--- src/rtl/wr_first_edge_bram_pkg.sv ---
// Shared parameters and types for the per-core first-edge BRAM read and write stages.
package wr_first_edge_bram_pkg;

    localparam int FE_V_ID_WIDTH      = 32;
    localparam int FE_BRAM_AWIDTH     = 11;
    localparam int FE_BRAM_DWIDTH     = 32;
    localparam int FE_CORE_NUM        = 16;
    localparam int FE_CORE_NUM_WIDTH  = 4;

    // Total number of vertices the per-core BRAMs can hold together.
    localparam int unsigned FE_CAPACITY = FE_CORE_NUM << FE_BRAM_AWIDTH;

    typedef enum logic [1:0] {
        ST_IDLE  = 2'd0,
        ST_LOAD  = 2'd1,
        ST_DRAIN = 2'd2,
        ST_DONE  = 2'd3
    } fe_wr_state_e;

endpackage

--- src/rtl/wr_first_edge_bram_first_edge_wr_port.sv ---
// One core's registered BRAM write port; addr/data only update when this core is selected.
module first_edge_wr_port #(
    parameter int AWIDTH = 11,
    parameter int DWIDTH = 32
) (
    input  logic              clk,
    input  logic              rst_n,
    input  logic              sel,
    input  logic [AWIDTH-1:0] addr,
    input  logic [DWIDTH-1:0] data,
    output logic [AWIDTH-1:0] wr_addr,
    output logic [DWIDTH-1:0] wr_data,
    output logic              wr_en
);

    logic [AWIDTH-1:0] addr_d, addr_q;
    logic [DWIDTH-1:0] data_d, data_q;
    logic              en_d, en_q;

    // Next-state: capture the write when selected, otherwise hold addr/data.
    always_comb begin
        en_d   = sel;
        addr_d = addr_q;
        data_d = data_q;
        if (sel) begin
            addr_d = addr;
            data_d = data;
        end else begin
            addr_d = addr_q;
            data_d = data_q;
        end
    end

    // Write port registers.
    always_ff @(posedge clk or negedge rst_n) begin
        if (!rst_n) begin
            addr_q <= '0;
            data_q <= '0;
            en_q   <= 1'b0;
        end else begin
            addr_q <= addr_d;
            data_q <= data_d;
            en_q   <= en_d;
        end
    end

    assign wr_addr = addr_q;
    assign wr_data = data_q;
    assign wr_en   = en_q;

endmodule

--- src/rtl/wr_first_edge_bram.sv ---
// Loads first-edge offsets into per-core BRAMs: vertex v goes to core v % CORE_NUM, address v / CORE_NUM.
module wr_first_edge_bram
    import wr_first_edge_bram_pkg::*;
#(
    parameter int V_ID_WIDTH             = FE_V_ID_WIDTH,
    parameter int FIRST_EDGE_BRAM_AWIDTH = FE_BRAM_AWIDTH,
    parameter int FIRST_EDGE_BRAM_DWIDTH = FE_BRAM_DWIDTH,
    parameter int CORE_NUM               = FE_CORE_NUM,
    parameter int CORE_NUM_WIDTH         = FE_CORE_NUM_WIDTH
) (
    input  logic                                       clk,
    input  logic                                       rst_n,
    input  logic                                       start,
    input  logic [V_ID_WIDTH-1:0]                      vertex_num,
    input  logic [FIRST_EDGE_BRAM_DWIDTH-1:0]          front_first_edge,
    input  logic                                       front_first_edge_valid,
    output logic                                       stage_full,
    output logic [CORE_NUM*FIRST_EDGE_BRAM_AWIDTH-1:0] wr_edge_addr,
    output logic [CORE_NUM*FIRST_EDGE_BRAM_DWIDTH-1:0] wr_edge_data,
    output logic [CORE_NUM-1:0]                        wr_edge_en,
    output logic                                       load_busy,
    output logic                                       load_done,
    output logic                                       load_error
);

    localparam int AW = FIRST_EDGE_BRAM_AWIDTH;
    localparam int DW = FIRST_EDGE_BRAM_DWIDTH;
    // One extra bit so the capacity itself is representable for any V_ID_WIDTH.
    localparam logic [V_ID_WIDTH:0] CAPACITY = (V_ID_WIDTH+1)'(CORE_NUM) << AW;

    fe_wr_state_e          state_d, state_q;
    logic [V_ID_WIDTH-1:0] v_cnt_d, v_cnt_q;
    logic [V_ID_WIDTH-1:0] vnum_d, vnum_q;
    logic                  err_d, err_q;

    logic                  accept_s;
    logic                  too_big_s;
    logic [CORE_NUM-1:0]   core_sel_s;
    logic [AW-1:0]         wr_addr_s;

    assign stage_full = (state_q != ST_LOAD);
    assign accept_s   = front_first_edge_valid && !stage_full;
    assign too_big_s  = ({1'b0, vertex_num} > CAPACITY);
    assign wr_addr_s  = AW'(v_cnt_q >> CORE_NUM_WIDTH);

    // One-hot core select for the entry being accepted this cycle.
    always_comb begin
        core_sel_s = '0;
        if (accept_s) begin
            core_sel_s = CORE_NUM'(1) << v_cnt_q[CORE_NUM_WIDTH-1:0];
        end else begin
            core_sel_s = '0;
        end
    end

    // Load FSM, vertex counter and error flag next-state.
    always_comb begin
        state_d = state_q;
        v_cnt_d = v_cnt_q;
        vnum_d  = vnum_q;
        err_d   = err_q;
        case (state_q)
            ST_IDLE, ST_DONE: begin
                if (start) begin
                    if (vertex_num == V_ID_WIDTH'(0)) begin
                        state_d = ST_DONE;
                        err_d   = 1'b0;
                    end else if (too_big_s) begin
                        state_d = ST_DONE;
                        err_d   = 1'b1;
                    end else begin
                        state_d = ST_LOAD;
                        v_cnt_d = '0;
                        vnum_d  = vertex_num;
                        err_d   = 1'b0;
                    end
                end else begin
                    state_d = state_q;
                end
            end
            ST_LOAD: begin
                if (accept_s) begin
                    v_cnt_d = v_cnt_q + V_ID_WIDTH'(1);
                    if (v_cnt_q == vnum_q - V_ID_WIDTH'(1)) begin
                        state_d = ST_DRAIN;
                    end else begin
                        state_d = ST_LOAD;
                    end
                end else begin
                    state_d = ST_LOAD;
                end
            end
            ST_DRAIN: state_d = ST_DONE;
            default:  state_d = ST_IDLE;
        endcase
    end

    // Control state registers.
    always_ff @(posedge clk or negedge rst_n) begin
        if (!rst_n) begin
            state_q <= ST_IDLE;
            v_cnt_q <= '0;
            vnum_q  <= '0;
            err_q   <= 1'b0;
        end else begin
            state_q <= state_d;
            v_cnt_q <= v_cnt_d;
            vnum_q  <= vnum_d;
            err_q   <= err_d;
        end
    end

    assign load_busy  = (state_q == ST_LOAD) || (state_q == ST_DRAIN);
    assign load_done  = (state_q == ST_DONE);
    assign load_error = err_q;

    for (genvar i = 0; i < CORE_NUM; i++) begin : g_port
        first_edge_wr_port #(
            .AWIDTH (AW),
            .DWIDTH (DW)
        ) u_port (
            .clk     (clk),
            .rst_n   (rst_n),
            .sel     (core_sel_s[i]),
            .addr    (wr_addr_s),
            .data    (front_first_edge),
            .wr_addr (wr_edge_addr[i*AW +: AW]),
            .wr_data (wr_edge_data[i*DW +: DW]),
            .wr_en   (wr_edge_en[i])
        );
    end

endmodule

--- config.mk ---
export PLATFORM = sky130hd
export DESIGN_NAME = wr_first_edge_bram
export DESIGN_NICKNAME = d
export VERILOG_FILES = /design/src/rtl/wr_first_edge_bram_pkg.sv /design/src/rtl/wr_first_edge_bram_first_edge_wr_port.sv /design/src/rtl/wr_first_edge_bram.sv
export SDC_FILE = /design/constraint.sdc
export NUM_CORES = 1
export LEC_CHECK = 0
export CORE_AREA = 2 2 305 307
export DETAILED_ROUTE_END_ITERATION = 10
export DIE_AREA = 0 0 307 309
export DONT_BUFFER_PORTS = 1
export PLACE_DENSITY = 0.51
export SLEW_MARGIN = 40
export SYNTH_ARGS = -nofsm -noshare
export SYNTH_HDL_FRONTEND = slang
export SYNTH_SLANG_ARGS = --single-unit
--- constraint.sdc ---
create_clock -name clk -period 8 [get_ports clk]
set_input_delay 1.2 -clock clk [delete_from_list [all_inputs] [get_ports clk]]
set_output_delay 1.2 -clock clk [all_outputs]
set_load 0.03 [all_outputs]
==> run summary, run 1 <==
register bit total from synthesis -> 771
H-tree level count -> 3
DRT Wirelength -> 104000 um
post-route minimum period -> 3.54 ns
Highest Clock Rate -> 0.283 GHz
Static Leak -> 16.8 nW
syn_nets -> 2537
CP Class -> flip-flop to flip-flop
CP startpoint -> state_q[1]$_DFFE_PN0P_
number of fill cells -> 8689
Reg area -> 19300 um^2
Distinct cells, synth -> 64
Post-Synth XOR/XNOR Area -> 0.0172
Starting Density -> 0.333
Vias -> 18.9k
run status -> completed
CP arrival -> 4.07 ns
grt total ovfl -> 0
power density cells -> 429 nW/um^2
Final setup viols -> 0
total chip power -> 14.9 mW
reg2reg start -> state_q[1]$_DFFE_PN0P_
Fin. Hold Viols -> 0
Tot GR Track Use -> 0.213
yosys warns -> 0
Cell Rows -> 111
Nets -> 2487
CP Launch Type -> flip-flop
MaxCap Viol Count -> 0
Post-Syn Area -> 30500 um^2
CP required -> 8.54 ns
largest cells by area after synthesis -> dfrtp_1, mux2_2, nand2_1, clkbuf_1, xnor2_1
maximum root-to-sink buffer count -> 3
Max Slew Vio Count -> 0
number of synthesized flops with an enable pin -> 0
synth cell count leaders -> dfrtp_1, nand2_1, mux2_2
Post-Syn Area per Cell -> 12.4 um^2
Synth Area in Compound Gates -> 0.0131
initial drt markers -> 1334
initial antenna violation count -> 2
simple-gate portion of the synthesized area -> 0.125
Chip Height -> 309 um
Synth top area share -> 0.633
largest family of logic cells by synthesized area -> multiplexers
Primary FF master, synth -> dfrtp_1
die area -> 94900 um^2
Seq pwr share -> 0.604
NetSw -> 6.41 mW
CTS tree -> built
Multi-input gate area -> 10500 um^2
crit-path max FO -> 31
clock root cell -> clkbuf_16
Clock Sink Count -> 771
postcts setup bufs -> 0
Cell Int Power -> 8.52 mW
Clk network pwr share -> 0.275
first-pass GRT wire length -> 146000 um
RSZ-0062 raised after global routing -> no
Setup Skew -> 0.0252 ns
Adder-Cell Fraction of Synth Area -> 0.00411
number of global-route vias before repair -> 19.4k
Synth async-reset ratio -> 1.00
clk slew on worst S/H paths -> 0.06 ns
synthesized instance count -> 2459
TNS Setup -> 0 ns
VDD IR max -> 226 uV
Routability Congestion -> 0.809
Detail Route Antenna Nets -> 0
Pre-antenna DRT Iters -> 8
drt wl/cell -> 28.3 um
hold-fix buffers at CTS -> 0
P&R area growth vs syn -> 14.1%
cts bufs inserted -> 88
CP Capture Type -> flip-flop
Detailed Place HPWL -> 67600 um
Final period util -> 0.442
worst-skew pair later-pin latency -> 0.66 ns
Hold Path Class -> primary input to asynchronous set/reset pin
Slew headroom -> 0.455
count of input and output buffers -> 0
worst slew pin tran -> 0.817 ns
most frequent cell after synthesis -> dfrtp_1
vias per inst -> 5.15
proportion of synthesized chip area in sequential cells -> 0.633
die width -> 307 um
combinational share of power -> 0.121
IO Pins -> 776
Sw Ratio -> 0.429
mux cell area share after synthesis -> 0.181
area of the core -> 91400 um^2
largest area contributor in the netlist -> dfrtp_1
largest net degree at the start of global routing -> 772
DRC -> 0
post_cts resized -> 0
share of post-route cells with drive strength above 1 -> 0.286
==> routing by layer <==
| metal | up-vias | global-route usage | routed length [um] | share of wire |
|---|---|---|---|---|
| li1 | 8064 | - | - | - |
| met1 | 9890 | 0.250 | 39500 | 0.38 |
| met2 | 765 | 0.359 | 51800 | 0.50 |
| met3 | 186 | 0.0739 | 8660 | 0.084 |
| met4 | 0 | 0.0828 | 3760 | 0.036 |
| met5 | - | 0 | 0 | 0 |
==> state kept, by name, indices dropped and copies added (netlist names) <==
| signal | cells |
|---|---|
| g_port.u_port.wr_addr | 176 |
| g_port.u_port.wr_data | 512 |
| g_port.u_port.wr_en | 16 |
| load_error | 1 |
| state_q | 2 |
| v_cnt_q | 32 |
| vnum_q | 32 |
==> power groups by stage <==
| stage | sequential (mW) | combinational, mW | clock [mW] |
|---|---|---|---|
| after floorplan | 8.36 | 1.42 | 0 |
| after global placement | 9.11 | 1.65 | 0 |
| after detailed placement | 9.09 | 1.75 | 0 |
| after CTS | 9.04 | 1.75 | 4.21 |
| after global routing | 9.13 | 2.01 | 4.37 |
| final | 9.02 | 1.80 | 4.11 |
==> worst max-delay path, stage by stage (launching register included) <==
cell and delay (ns):
dfrtp_1 0.41, inv_1 0.07, ha_1 0.25, and2_1 0.62, nand2_1 0.34, nor2_4 0.57, buf_4 0.65, mux2_2 0.41
==> cell families (layout without fill, tap and decap cells) <==
group,after synthesis,in the layout
buffers and inverters,194,218
XOR/XNOR,60,60
AND/OR/NAND/NOR,872,872
flip-flops,771,771
AO/OA/AOI/OAI,62,62
multiplexers,490,490
adder cells (fa/ha/maj),10,10
other,0,1
==> final cells by class <==
cell class                      instances  area share
Timing Repair Buffer                   30      0.0108
Multi-Input combinational cell       1494       0.303
Antenna cell                            1   0.0000720
Inverter                               24     0.00288
Clock inverter                         35      0.0121
Tap cell                             1186      0.0427
Sequential cell                       771       0.555
Clock buffer                          129      0.0736
==> placed cells by master (no fill, tap or decap), types with 18 or more instances in the layout <==
cell         n
buf_4       19
clkbuf_16   89
xnor2_1     32
clkbuf_8    18
dfrtp_1    766
nand2_1    662
xor2_1      28
inv_1       18
nor3_1      18
mux2_2     487
o21ai_0     18
nand3_1     19
clkbuf_1    22
nor2_1      47
==> path summary, 6_finish.rpt <==
path / to / slack (ns) / cells past startpoint
hold / removal: g_port[12].u_port.wr_addr[2]$_DFFE_PN0P_ / 0.25 / 0
max in group asynchronous: g_port[13].u_port.wr_data[12]$_DFFE_PN0P_ / 5.70 / 3
hold reg to reg: vnum_q[31]$_DFFE_PN0P_ / 0.52 / 1
setup reg to reg: g_port[14].u_port.wr_data[12]$_DFFE_PN0P_ / 4.46 / 7
min in group clk: vnum_q[31]$_DFFE_PN0P_ / 0.52 / 1
setup / recovery: g_port[14].u_port.wr_data[12]$_DFFE_PN0P_ / 4.46 / 7
==> metrics by stage <==
| step | setup slack, ns | std cells | hold WS [ns] | instance area, um^2 | utilization |
|---|---|---|---|---|---|
| global route | 4.26 | 3669 | 0.195 | 34800 | 0.380 |
| finish | 4.46 | 3670 | 0.247 | 34800 | 0.380 |
| detailed placement | 4.00 | 3498 | 0.512 | 31600 | 0.346 |
| CTS | 4.40 | 3662 | 0.211 | 34600 | 0.378 |
| floorplan | 4.81 | 2459 | 0.475 | 30500 | - |
| global placement | 3.93 | 3497 | 0.497 | 31500 | 0.345 |
No activity file was read; power rests on OpenSTA's default activity.
==> run 2: changes to the inputs <==
Settings changed: PLACE_DENSITY 0.51 to 0.53.
Clock period 8 ns to 2.9 ns, I/O delays scaled along.
==> run 2 against run 1 <==
Register-to-register slack lost 4.3 ns; via count up 2.9%; sequential share of layout area fell by 1.6 points; final cell count grew 3.2%; highest routed layer is now met5; final area rose by 3.0%; flip-flop and latch count is the same; clock power increased to 2.7 times the previous value; non-clock buffer count up 129; combinational power grew to 3.0 times the previous value; critical path depth up 3; setup slack got worse by 4.3 ns.
==> run summary, run 2 (synthesized netlist as in run 1, its figures left out) <==
Static Leak -> 17.4 nW (+3.6%)
H-tree level count -> 3 (unchanged)
CP cell instances -> buf_4, nor4_4, buf_4, nand3_4, nor4_4, mux2_1, mux2i_1, nand2_1, a2111oi_4, o31ai_1
post-route minimum period -> 2.72 ns (-0.815 ns)
vias per inst -> 5.14 (-0.30%)
crit-path max FO -> 5 (-84%)
cts bufs inserted -> 85 (-3.4%)
drt wl/cell -> 27.6 um (-2.3%)
flop-to-flop setup slack -> 0.18 ns (-4.28 ns)
maximum root-to-sink buffer count -> 3 (unchanged)
Max Slew Vio Count -> 0 (unchanged)
Hold Path Class -> primary input to flip-flop
Highest Clock Rate -> 0.368 GHz (+30%)
CP arrival -> 3.25 ns (-0.82 ns)
Chip Height -> 309 um (unchanged)
Detailed Place HPWL -> 69000 um (+2.1%)
Cell Rows -> 111 (unchanged)
CP required -> 3.43 ns (-5.11 ns)
CP Launch Type -> flip-flop
Tot GR Track Use -> 0.216 (+0.00277)
critical path depth in cells -> 10 (+3)
RSZ-0062 raised after global routing -> no
share of post-route cells with drive strength above 1 -> 0.307 (+0.0219)
CTS tree -> built
worst slew pin tran -> 0.909 ns (+0.0921 ns)
clk slew on worst S/H paths -> 0.06 ns (about the same)
DRC -> 0 (unchanged)
slowest stage delay, CP -> 0.42 ns (-0.23 ns)
area of the core -> 91400 um^2 (unchanged)
initial antenna violation count -> 14 (+12)
IO Pins -> 776 (unchanged)
Setup WS pre-CTS -> -0.0620 ns (-4.07 ns)
Final period util -> 0.938 (+0.496)
cell family with most CP delay -> simple AND/OR/NAND/NOR gates
MaxCap Viol Count -> 0 (unchanged)
Detail Route Antenna Nets -> 0 (unchanged)
CP Class -> flip-flop to flip-flop
worst-skew pair later-pin latency -> 0.67 ns (about the same)
worst reg2reg endpoint -> state_q[0]$_DFFE_PN0P_
Clock Sink Count -> 771 (unchanged)
R2R cell count -> 10 (+3)
run status -> completed
worst hold slack -> 0.202 ns (-0.0450 ns)
max reg flops -> 512 (unchanged)
number of fill cells -> 8623 (-0.76%)
final worst setup slack -> 0.180 ns (-4.28 ns)
Nets -> 2613 (+5.1%)
P&R area growth vs syn -> 17.5%
DRT Wirelength -> 105000 um (+0.92%)
clock root cell -> clkbuf_16
largest net degree at the start of global routing -> 772 (unchanged)
Sw Ratio -> 0.433 (+0.00409)
commonest non-fill, non-tap cells in the layout -> dfrtp_1, nand2_1, mux2_2, buf_4, clkbuf_16
Cell Int Power -> 23.3 mW (+170%)
Final setup viols -> 0 (unchanged)
Seq pwr share -> 0.602 (-0.002)
worst path bufs/invs -> 2 (unchanged)
CP startpoint -> vnum_q[5]$_DFFE_PN0P_
Routability Congestion -> 0.811 (+0.36%)
NetSw -> 17.8 mW (+180%)
power density cells -> 1150 nW/um^2 (+170%)
reg2reg start -> vnum_q[5]$_DFFE_PN0P_
die width -> 307 um (unchanged)
combinational share of power -> 0.130 (+0.009)
initial drt markers -> 1556 (+17%)
grt total ovfl -> 0 (unchanged)
CP Capture Type -> flip-flop
Vias -> 19.5k (+2.9%)
first-pass GRT wire length -> 148000 um (+1.8%)
Fin. Hold Viols -> 0 (unchanged)
count of input and output buffers -> 0 (unchanged)
Starting Density -> 0.333 (unchanged)
most common cell after layout, fill and taps aside -> dfrtp_1
VDD IR max -> 611 uV (+170%)
number of global-route vias before repair -> 20.2k (+4.1%)
slowest CP cell -> dfrtp_1
Slew headroom -> 0.392 (-0.0634)
die area -> 94900 um^2 (unchanged)
Worst Setup EP -> state_q[0]$_DFFE_PN0P_
Setup Skew -> 0.0323 ns (+0.00708 ns)
Pre-antenna DRT Iters -> 5 (-3)
hold depth -> 3
Clk network pwr share -> 0.268 (-0.007)
## run 2: cell count changes in the layout (fill, tap and decap cells not counted), moves of 5 or more
cell,delta
buf_2,+15
dfrtp_1,+5
buf_4,+71
dlygate4sd3_1,+35
buf_12,+11
clkbuf_1,-11
dfrtp_2,-5
## run 2: routing by layer
metal	GRT usage	routed length (um)
met5	0	128
met1	0.254	40100
met3	0.0752	8920
met2	0.360	51600
met4	0.0887	3870
## run 2: timing repair
item	4_1_cts	5_1_grt
hold buffers	50	1
hold endpoints to repair	1302	288
cloned	0	0
endpoints found under the setup margin	2	2
pin swaps	0	3
resized for setup	3	2
setup buffers	0	1
## run 2: how the worst min path moves through the flow
stage	start	to	slack, ns
2_1_floorplan	rst_n	g_port[0].u_port.wr_addr[0]$_DFFE_PN0P_	0.14
3_5_place_dp	rst_n	g_port[8].u_port.wr_addr[9]$_DFFE_PN0P_	0.17
5_1_grt	front_first_edge[1]	g_port[0].u_port.wr_data[1]$_DFFE_PN0P_	0.19
6_report	front_first_edge[8]	g_port[2].u_port.wr_data[8]$_DFFE_PN0P_	0.20
4_1_cts	rst_n	g_port[0].u_port.wr_addr[4]$_DFFE_PN0P_	-0.56
3_3_place_gp	rst_n	g_port[5].u_port.wr_addr[6]$_DFFE_PN0P_	0.18
## run 2: layout make-up
class	count	area, um^2	area share
inverter	24	90.1	0.00252
tap	1186	1480	0.0415
clock buffer	113	2400	0.0671
antenna	1	2.50	0.0000699
multi-input combinational	1494	10500	0.295
sequential	771	19300	0.539
clock inverter	41	465	0.0130
timing repair buffer	159	1510	0.0422
## run 2: worst min-delay path, delay by kind of cell
kind / cells / cell delay [ns]
buffers and inverters: 1 / 0.25
AND/OR/NAND/NOR: 2 / 0.15
## run 2: stage by stage
step | area, um^2 | setup TNS, ns | std cells | power, mW | util
floorplan | 30500 | 0 | 2459 | 27.0 | -
global placement | 32300 | -0.226 | 3576 | 29.7 | 0.353
detailed placement | 32300 | -0.0990 | 3576 | 29.9 | 0.353
CTS | 35700 | 0 | 3780 | 41.3 | 0.390
global route | 35800 | 0 | 3788 | 42.7 | 0.392
finish | 35800 | 0 | 3789 | 41.1 | 0.392
## run 2: power groups by stage
stage          registers [mW]  logic, mW  clock network [mW]
2_1_floorplan            23.1       3.91                   0
3_3_place_gp             25.0       4.68                   0
3_5_place_dp             25.0       4.95                   0
4_1_cts                  24.8       5.17                11.3
5_1_grt                  25.1       5.95                11.7
6_report                 24.8       5.33                11.0
==> run 3: changes to the inputs <==
Settings changed: GPL_ROUTABILITY_DRIVEN from default to 1, HOLD_SLACK_MARGIN from default to 0.12.
==> run 3 against run 2 <==
Critical path depth unchanged; global-route usage about the same; combinational power about the same; non-clock buffer count increased by 1; critical path type unchanged; critical endpoint unchanged; highest routed layer unchanged.
==> run summary, run 3 (synthesized netlist as in run 1, its figures left out) <==
Vias -> 19.4k (-0.12%)
worst-skew pair later-pin latency -> 0.67 ns (about the same)
number of global-route vias before repair -> 20.2k (+0.0050%)
Nets -> 2614 (+0.038%)
Static Leak -> 17.4 nW (about the same)
final std cells w/o fill -> 3791 (+0.053%)
Clock Sink Count -> 771 (unchanged)
max reg flops -> 512 (unchanged)
cts bufs inserted -> 85 (unchanged)
CP arrival -> 3.25 ns (about the same)
Fin. Hold Viols -> 0 (unchanged)
CP Capture Type -> flip-flop
drt wl/cell -> 27.6 um (about the same)
total chip power -> 41.1 mW (about the same)
Final setup viols -> 0 (unchanged)
Reg area -> 19300 um^2 (unchanged)
P&R area growth vs syn -> 17.5% (about the same)
clock root cell -> clkbuf_16
Slew headroom -> 0.396 (+0.00461)
H-tree level count -> 3 (unchanged)
largest net degree at the start of global routing -> 772 (unchanged)
first-pass GRT wire length -> 148000 um (about the same)
final worst setup slack -> 0.173 ns (-0.00622 ns)
IO Pins -> 776 (unchanged)
Detailed Place HPWL -> 69000 um (unchanged)
MaxCap Viol Count -> 0 (unchanged)
CP Class -> flip-flop to flip-flop
Starting Density -> 0.333 (unchanged)
RSZ-0062 raised after global routing -> no
post-route minimum period -> 2.73 ns (+0.00622 ns)
CP required -> 3.42 ns (about the same)
area of the core -> 91400 um^2 (unchanged)
share of post-route cells with drive strength above 1 -> 0.307 (about the same)
power density cells -> 1150 nW/um^2 (about the same)
vias per inst -> 5.13 (-0.17%)
count of input and output buffers -> 0 (unchanged)
hold depth -> 3 (unchanged)
met3 usage -> 0.0752 (unchanged)
flop-to-flop setup slack -> 0.17 ns (about the same)
DRC -> 0 (unchanged)
Cell Rows -> 111 (unchanged)
initial drt markers -> 1456 (-6.4%)
VDD IR max -> 613 uV (+0.39%)
initial antenna violation count -> 14 (unchanged)
maximum root-to-sink buffer count -> 3 (unchanged)
Multi-input gate area -> 10500 um^2 (unchanged)
Routability Congestion -> 0.811 (unchanged)
Setup WS pre-CTS -> -0.0620 ns (unchanged)
Final period util -> 0.940 (+0.00214)
Setup Skew -> 0.0314 ns (-0.000884 ns)
number of fill cells -> 8620 (-0.035%)
grt total ovfl -> 0 (unchanged)
DRT Wirelength -> 105000 um (about the same)
CP Launch Type -> flip-flop
met2 Usage GRT -> 0.360 (+0.000526)
Hold Path Class -> primary input to flip-flop
Highest Clock Rate -> 0.367 GHz (-0.23%)
crit-path max FO -> 5 (unchanged)
GRT met1 Usage -> 0.254 (-0.000356)
gr busiest metal -> met2
Detail Route Antenna Nets -> 0 (unchanged)
Chip Height -> 309 um (unchanged)
placed cells -> 3576 (unchanged)
die width -> 307 um (unchanged)
die area -> 94900 um^2 (unchanged)
worst slew pin tran -> 0.903 ns (-0.00690 ns)
commonest non-fill, non-tap cells in the layout -> dfrtp_1, nand2_1, mux2_2, buf_4, clkbuf_16
Max Slew Vio Count -> 0 (unchanged)
CTS tree -> built
most common cell after layout, fill and taps aside -> dfrtp_1
R2R cell count -> 10 (unchanged)
run status -> completed
Tot GR Track Use -> 0.216 (about the same)
clk slew on worst S/H paths -> 0.06 ns (about the same)
Pre-antenna DRT Iters -> 5 (unchanged)
run 3: where the power goes:
part / leakage, nW / total, mW / switching (mW) / internal, mW
logic: 5.96 / 5.33 / 2.61 / 2.71
registers: 10.1 / 24.8 / 10.6 / 14.2
clock network: 1.42 / 11.0 / 4.60 / 6.42
total: 17.4 / 41.1 / 17.8 / 23.3
run 3: worst max-delay path, cell delays in order, from the launching register on:
cell	delay [ns]
dfrtp_1	0.42
buf_4	0.17
nor4_4	0.25
buf_4	0.19
nand3_4	0.10
nor4_4	0.36
mux2_1	0.36
mux2i_1	0.14
nand2_1	0.11
a2111oi_4	0.37
o31ai_1	0.11
run 3: what timing repair did:
| action | 4_1_cts | 5_1_grt |
|---|---|---|
| setup endpoints to repair | 2 | 2 |
| gates resized for setup | 3 | 2 |
| pin swaps | 0 | 3 |
| hold buffers | 51 | 1 |
| hold endpoints to repair | 1302 | 288 |
| buffers inserted | 0 | 1 |
run 3: per-layer routing:
metal  up-vias  part of all wire
met5         -            0.0012
met4        20             0.037
met3       203             0.085
met2       763              0.49
met1     10200              0.38
li1       8284                 -
run 3: cell type report:
class | instances | share of cell area
Tap cell | 1186 | 0.0414
Antenna cell | 2 | 0.000140
Clock buffer | 113 | 0.0671
Timing Repair Buffer | 160 | 0.0425
Sequential cell | 771 | 0.539
Multi-Input combinational cell | 1494 | 0.295
Clock inverter | 41 | 0.0130
Inverter | 24 | 0.00252
run 3: worst paths after layout:
kind | startpoint | end
worst max-delay path | vnum_q[5]$_DFFE_PN0P_ | state_q[0]$_DFFE_PN0P_
worst min register to register | vnum_q[31]$_DFFE_PN0P_ | vnum_q[31]$_DFFE_PN0P_
worst max register to register | vnum_q[5]$_DFFE_PN0P_ | state_q[0]$_DFFE_PN0P_
max in group asynchronous | rst_n | g_port[13].u_port.wr_data[17]$_DFFE_PN0P_
min in group asynchronous | rst_n | g_port[8].u_port.wr_addr[9]$_DFFE_PN0P_
worst min-delay path | front_first_edge[8] | g_port[2].u_port.wr_data[8]$_DFFE_PN0P_
run 3: metrics by stage:
stage	hold slack [ns]	setup TNS (ns)	instance area [um^2]	util
finish	0.198	0	35800	0.392
global route	0.186	0	35800	0.392
CTS	-0.557	0	35700	0.391
detailed placement	0.175	-0.0990	32300	0.353
global placement	0.179	-0.226	32300	0.353
floorplan	0.139	0	30500	-
